$ cat src/rtl/aux_interface.sv
// aux_interface: auxiliary input conditioning for the APB GPIO core.
// Brings the asynchronous aux_in bus into sys_clk through a SYNC_STAGES-deep
// synchronizer and presents it as aux_i. Registered per-bit rise/fall pulses
// and a bus-wide change pulse are derived from aux_i.
// Optional bus-wide glitch filter: define AUX_GLITCH_FILTER_EN.
module aux_interface #(
    parameter int unsigned DW          = 32,
    parameter int unsigned SYNC_STAGES = 2,
    parameter int unsigned FILTER_LEN  = 4
) (
    input  logic          sys_clk,
    input  logic          sys_rst,
    input  logic [DW-1:0] aux_in,
    output logic [DW-1:0] aux_i,
    output logic [DW-1:0] aux_rise,
    output logic [DW-1:0] aux_fall,
    output logic          aux_chg
);

    // Elaboration-time parameter range checks
    if (DW < 1 || DW > 32) begin : g_bad_dw
        $error("aux_interface: DW must be in 1..32");
    end
    if (SYNC_STAGES < 2 || SYNC_STAGES > 4) begin : g_bad_sync
        $error("aux_interface: SYNC_STAGES must be in 2..4");
    end
    if (FILTER_LEN < 2 || FILTER_LEN > 15) begin : g_bad_filter
        $error("aux_interface: FILTER_LEN must be in 2..15");
    end

    // ------------------------------------------------------------------
    // Synchronizer: stage 0 samples aux_in, stage k samples stage k-1
    // ------------------------------------------------------------------
    logic [SYNC_STAGES-1:0][DW-1:0] sync_q;
    logic [SYNC_STAGES-1:0][DW-1:0] sync_d;
    logic [DW-1:0]                  sync_out;

    // Shift the chain by one stage per cycle
    always_comb begin
        sync_d = {sync_q[SYNC_STAGES-2:0], aux_in};
    end

    // Synchronizer flops, flushed to zero on reset
    always_ff @(posedge sys_clk) begin
        if (sys_rst) begin
            sync_q <= '0;
        end else begin
            sync_q <= sync_d;
        end
    end

    assign sync_out = sync_q[SYNC_STAGES-1];

    // ------------------------------------------------------------------
    // Value presented on aux_i (raw or filtered)
    // ------------------------------------------------------------------
    logic [DW-1:0] aux_val;

`ifdef AUX_GLITCH_FILTER_EN
    localparam logic [3:0] CNT_MAX  = 4'(FILTER_LEN);
    localparam logic [3:0] CNT_LOAD = 4'(FILTER_LEN - 1);

    logic [DW-1:0] sync_prev_q, sync_prev_d;
    logic [3:0]    stab_cnt_q,  stab_cnt_d;
    logic [DW-1:0] filt_q,      filt_d;
    logic          sync_same;

    // Stability counter and filtered-value update.
    // The load fires on the cycle the counter steps into FILTER_LEN-1, so a
    // change on sync_out reaches aux_i exactly FILTER_LEN cycles later.
    always_comb begin
        sync_prev_d = sync_out;
        stab_cnt_d  = stab_cnt_q;
        filt_d      = filt_q;
        sync_same   = (sync_out == sync_prev_q);
        if (!sync_same) begin
            stab_cnt_d = '0;
        end else if (stab_cnt_q != CNT_MAX) begin
            stab_cnt_d = stab_cnt_q + 4'd1;
        end
        if (sync_same && (stab_cnt_d == CNT_LOAD)) begin
            filt_d = sync_out;
        end
    end

    // Filter state registers, cleared on reset
    always_ff @(posedge sys_clk) begin
        if (sys_rst) begin
            sync_prev_q <= '0;
            stab_cnt_q  <= '0;
            filt_q      <= '0;
        end else begin
            sync_prev_q <= sync_prev_d;
            stab_cnt_q  <= stab_cnt_d;
            filt_q      <= filt_d;
        end
    end

    assign aux_val = filt_q;
`else
    assign aux_val = sync_out;
`endif

    assign aux_i = aux_val;

    // ------------------------------------------------------------------
    // Edge detection on aux_i, all outputs registered
    // ------------------------------------------------------------------
    logic [DW-1:0] aux_prev_q, aux_prev_d;
    logic [DW-1:0] aux_rise_q, aux_rise_d;
    logic [DW-1:0] aux_fall_q, aux_fall_d;
    logic          aux_chg_q,  aux_chg_d;

    // Compare current aux_i against its previous-cycle value
    always_comb begin
        aux_prev_d = aux_val;
        aux_rise_d = aux_val & ~aux_prev_q;
        aux_fall_d = ~aux_val & aux_prev_q;
        aux_chg_d  = |(aux_val ^ aux_prev_q);
    end

    // Edge registers, reset has priority
    always_ff @(posedge sys_clk) begin
        if (sys_rst) begin
            aux_prev_q <= '0;
            aux_rise_q <= '0;
            aux_fall_q <= '0;
            aux_chg_q  <= 1'b0;
        end else begin
            aux_prev_q <= aux_prev_d;
            aux_rise_q <= aux_rise_d;
            aux_fall_q <= aux_fall_d;
            aux_chg_q  <= aux_chg_d;
        end
    end

    assign aux_rise = aux_rise_q;
    assign aux_fall = aux_fall_q;
    assign aux_chg  = aux_chg_q;

endmodule

$ cat config.mk
export PLATFORM = sky130hd
export DESIGN_NAME = aux_interface
export DESIGN_NICKNAME = d
export VERILOG_FILES = /design/src/rtl/aux_interface.sv
export SDC_FILE = /design/constraint.sdc
export NUM_CORES = 1
export LEC_CHECK = 0
export CAP_MARGIN = 40
export CORE_UTILIZATION = 44
export CTS_CLUSTER_SIZE = 12
export DETAILED_ROUTE_END_ITERATION = 10
export GPL_TIMING_DRIVEN = 0
export PLACE_DENSITY = 0.83
export SETUP_SLACK_MARGIN = 0.1
export SYNTH_ARGS = -nofsm -noshare
export SYNTH_HDL_FRONTEND = slang
export SYNTH_SLANG_ARGS = --single-unit
$ cat constraint.sdc
create_clock -name sys_clk -period 1.3 [get_ports sys_clk]
set_clock_uncertainty 0.1 [all_clocks]
set_input_delay 0.13 -clock sys_clk [delete_from_list [all_inputs] [get_ports sys_clk]]
set_output_delay 0.13 -clock sys_clk [all_outputs]
set_load 0.05 [all_outputs]
==> flow_summary.ini <==
[status]
outcome = finished with violations
violations = setup timing

[job]
timing.max_cap.violations = 0

[power_and_ir_drop]
pwr_density_cell_mw_per_mm2 = 1430
post-layout-total-power_mw = 11.5
vdd.ir_drop.worst_mv = 1.02
p_leak_nw = 3.45

[die]
die_width_um = 114
io-pin-count = 131
start_util_pct = 45.7
fp.coreArea_sq_mm = 0.0121
num_rows = 40
floorplan.die_area_sq_mm = 0.0130
fp.dieH_um = 114

[drt]
detailedRoute.firstPassIterationCount = 4
drtAntennaViolNets = 0
wl_mm = 11.7
drt_drc_violations_left = 0
drt_iter0_markers = 115
dr_total_vias = 3516
vias_per_cell = 4.28
detail_route.wl_per_cell_um = 14.2

[clock_network]
clock_latency_ns = 0.42
cell_chosen_for_the_clock_root = sky130_fd_sc_hd__clkbuf_16
clock_tree.htree_level_count = 4
cts_num_sinks = 161
cts.path.max_buffers = 2
cts_inserted_buffers = 17
clk_pin_slew_ns = 0.06
cts_tree = done

[setup_path]
worst_ep_required_time_ns = 1.50
worst_path_max_delay_cell = sky130_fd_sc_hd__dfxtp_4
worstPathCellList = inv_1 -> ha_4 -> nand4_1 -> nor4_4 -> a21oi_1
criticalPathCategory = reg -> reg
cp-end-kind = flop
critPathMaxFanout = 3
timing.critical_path.slowest_cell_delay_ns = 0.35
cp.arrival_ns = 1.70
type_of_element_launching_the_critical_path = flop
worst-path-buf-inv = 1
critical-path-top-delay-family = simple AND/OR/NAND/NOR gates

[yosys]
synth.top_cells.by_count = 161 x sky130_fd_sc_hd__dfxtp_1, 81 x sky130_fd_sc_hd__nor2b_1, 64 x sky130_fd_sc_hd__ha_1, 64 x sky130_fd_sc_hd__inv_1, 47 x sky130_fd_sc_hd__nor2b_2
async_flop_share_pct = 0
number_of_flops_mapped_to_enable_cells_by_yosys = 0
synth_area_sq_mm = 0.00553
syn-num-nets = 576
synth_ff_type = sky130_fd_sc_hd__dfxtp_1
syn-mean-instance-area_sq_um = 11.6
synth_seq_area_share_pct = 58.3
synthDominantAreaCellType = sky130_fd_sc_hd__dfxtp_1
synthesized_netlist_cell_count = 478
post_synth_num_cell_types = 12
synth_largest_type_area_fraction_pct = 58.3
yosys_warnings = 0
synthMostInstantiatedCell = sky130_fd_sc_hd__dfxtp_1
postSynthRegisterBits = 161
yosys-top-cells-area = sky130_fd_sc_hd__dfxtp_1 58%, sky130_fd_sc_hd__ha_1 14%, sky130_fd_sc_hd__nor2b_1 9.2%

[sta]
fin_ws_ns = -0.200
maxClockFrequency_mhz = 667
period_share_pct = 115
worst_tran_pin_value_ns = 0.270
min_tclk_post_route_ns = 1.50
finalMaxSlewViolations = 0
worst_case_headroom_to_the_max_slew_limit_pct = 81.9
setup_viol = 1
totalNegativeSetupSlack_ns = -0.200
grt_setup_unrepaired = true
timing.final.hold_violations = 0

[min_path]
timing.hold.worst.class = in -> reg

[place]
dp_hpwl_mm = 8.27
gp_routability_congestion = 0.738
port-buffer-count = 129

[grt]
total_overflow_reported_by_the_global_router = 0
grt_pass1_vias = 3792
grt_first_pass_wirelength_mm = 18.4
antenna_found_initial = 0
gr-usage-all-layers_pct = 19.5
grt_max_degree = 17

[layout]
antenna_cells = 0
num-fill-cells = 931
number_of_nets_in_the_layout = 738
final_layout_size_suffix_gt1_share_pct = 39.5
synth_to_final_area_change_pct = 45.0
## worst register-to-register path, cell delays in order (launching register included)
cell and delay (ns):
sky130_fd_sc_hd__dfxtp_4 0.35, sky130_fd_sc_hd__inv_1 0.07, sky130_fd_sc_hd__ha_4 0.27, sky130_fd_sc_hd__nand4_1 0.14
sky130_fd_sc_hd__nor4_4 0.34, sky130_fd_sc_hd__a21oi_1 0.11
## cells in the final DEF, fill, tap and decap left out
master and count:
sky130_fd_sc_hd__ha_1 61, sky130_fd_sc_hd__buf_6 60, sky130_fd_sc_hd__clkbuf_16 17, sky130_fd_sc_hd__nor2b_1 81, sky130_fd_sc_hd__nor2b_2 47, sky130_fd_sc_hd__a21oi_1 1, sky130_fd_sc_hd__clkinv_2 1, sky130_fd_sc_hd__inv_1 49
sky130_fd_sc_hd__buf_2 6, sky130_fd_sc_hd__nand4_1 8, sky130_fd_sc_hd__clkbuf_8 4, sky130_fd_sc_hd__nor2_1 32, sky130_fd_sc_hd__clkdlybuf4s50_1 32, sky130_fd_sc_hd__clkbuf_1 6, sky130_fd_sc_hd__dfxtp_2 5, sky130_fd_sc_hd__buf_4 45
sky130_fd_sc_hd__clkbuf_2 1, sky130_fd_sc_hd__dfxtp_4 32, sky130_fd_sc_hd__nor4_4 1, sky130_fd_sc_hd__inv_2 14, sky130_fd_sc_hd__bufinv_16 4, sky130_fd_sc_hd__nor4_2 1, sky130_fd_sc_hd__dlygate4sd3_1 1, sky130_fd_sc_hd__inv_4 1
sky130_fd_sc_hd__buf_8 16, sky130_fd_sc_hd__dfxtp_1 124, sky130_fd_sc_hd__ha_4 3
## kinds of logic after synthesis
| kind of cell | count (synthesis) | share of synthesized area, % |
|---|---|---|
| buf+inv | 82 | 7.22 |
| fa+ha+maj | 64 | 14.5 |
| flops | 161 | 58.3 |
| compound gates | 1 | 0.0904 |
| simple gates | 170 | 19.9 |
## path summary, 6_finish.rpt
check	from	endpoint	slack, ns	cells past startpoint
worst max-delay path	aux_i[27]$_SDFF_PP0_	aux_chg$_SDFF_PP0_	-0.20	5
worst min-delay path	aux_in[27]	sync_d[59]$_SDFF_PP0_	0.17	2
worst max register to register	aux_i[27]$_SDFF_PP0_	aux_chg$_SDFF_PP0_	-0.20	5
worst min register to register	sync_d[36]$_SDFF_PP0_	aux_i[4]$_SDFF_PP0_	0.33	1
## timing repair
| action | CTS | global route |
|---|---|---|
| hold buffers | 1 | 0 |
| pin swaps | 7 | 0 |
| buffers inserted | 7 | 8 |
| resized for setup | 635 | 42 |
| setup endpoints to repair | 98 | 41 |
| hold endpoints to repair | 1 | 0 |
## final cells by class
cell class                 instances  area, sq um  area share, %
clock inverter                     5          125           1.56
buffer                            18          159           1.98
sequential                       161         3350           41.8
tap                              168          210           2.62
timing repair buffer             143         1460           18.2
clock buffer                      27          503           6.28
inverter                          64          243           3.03
multi-input combinational        235         1970           24.5
## where the power goes
group          internal, mW  switching (mW)
registers              5.06          0.0880
clock network          3.42            1.81
logic                 0.464           0.609
total                  8.95            2.51
## routing by layer
metal	vias to the layer above	track usage, %	part of all wire, %
met5	-	0	0
met4	0	7.10	1.5
met3	17	7.31	5.3
met2	93	35.9	53
met1	1648	20.0	40
li1	1758	-	-
## per-stage QoR
step / hold WS [ns] / std cells / instance area, sq um / utilization [%] / worst slack [ns]
after floorplan: 0.158 / 478 / 5650 / - / -0.0870
after global placement: 0.315 / 775 / 7150 / 59.0 / -0.323
after detailed placement: 0.326 / 775 / 7150 / 59.0 / -0.348
after CTS: 0.150 / 815 / 7820 / 64.6 / -0.199
after global routing: 0.154 / 821 / 8020 / 66.2 / -0.263
final: 0.169 / 821 / 8020 / 66.2 / -0.200
## flip-flops by register name, summed over array words and instances (netlist names)
register	count
aux_prev_q	32
sync_d	32
aux_rise	32
aux_fall	32
aux_i	32
aux_chg	1
Power figures use the tool's default switching activity.
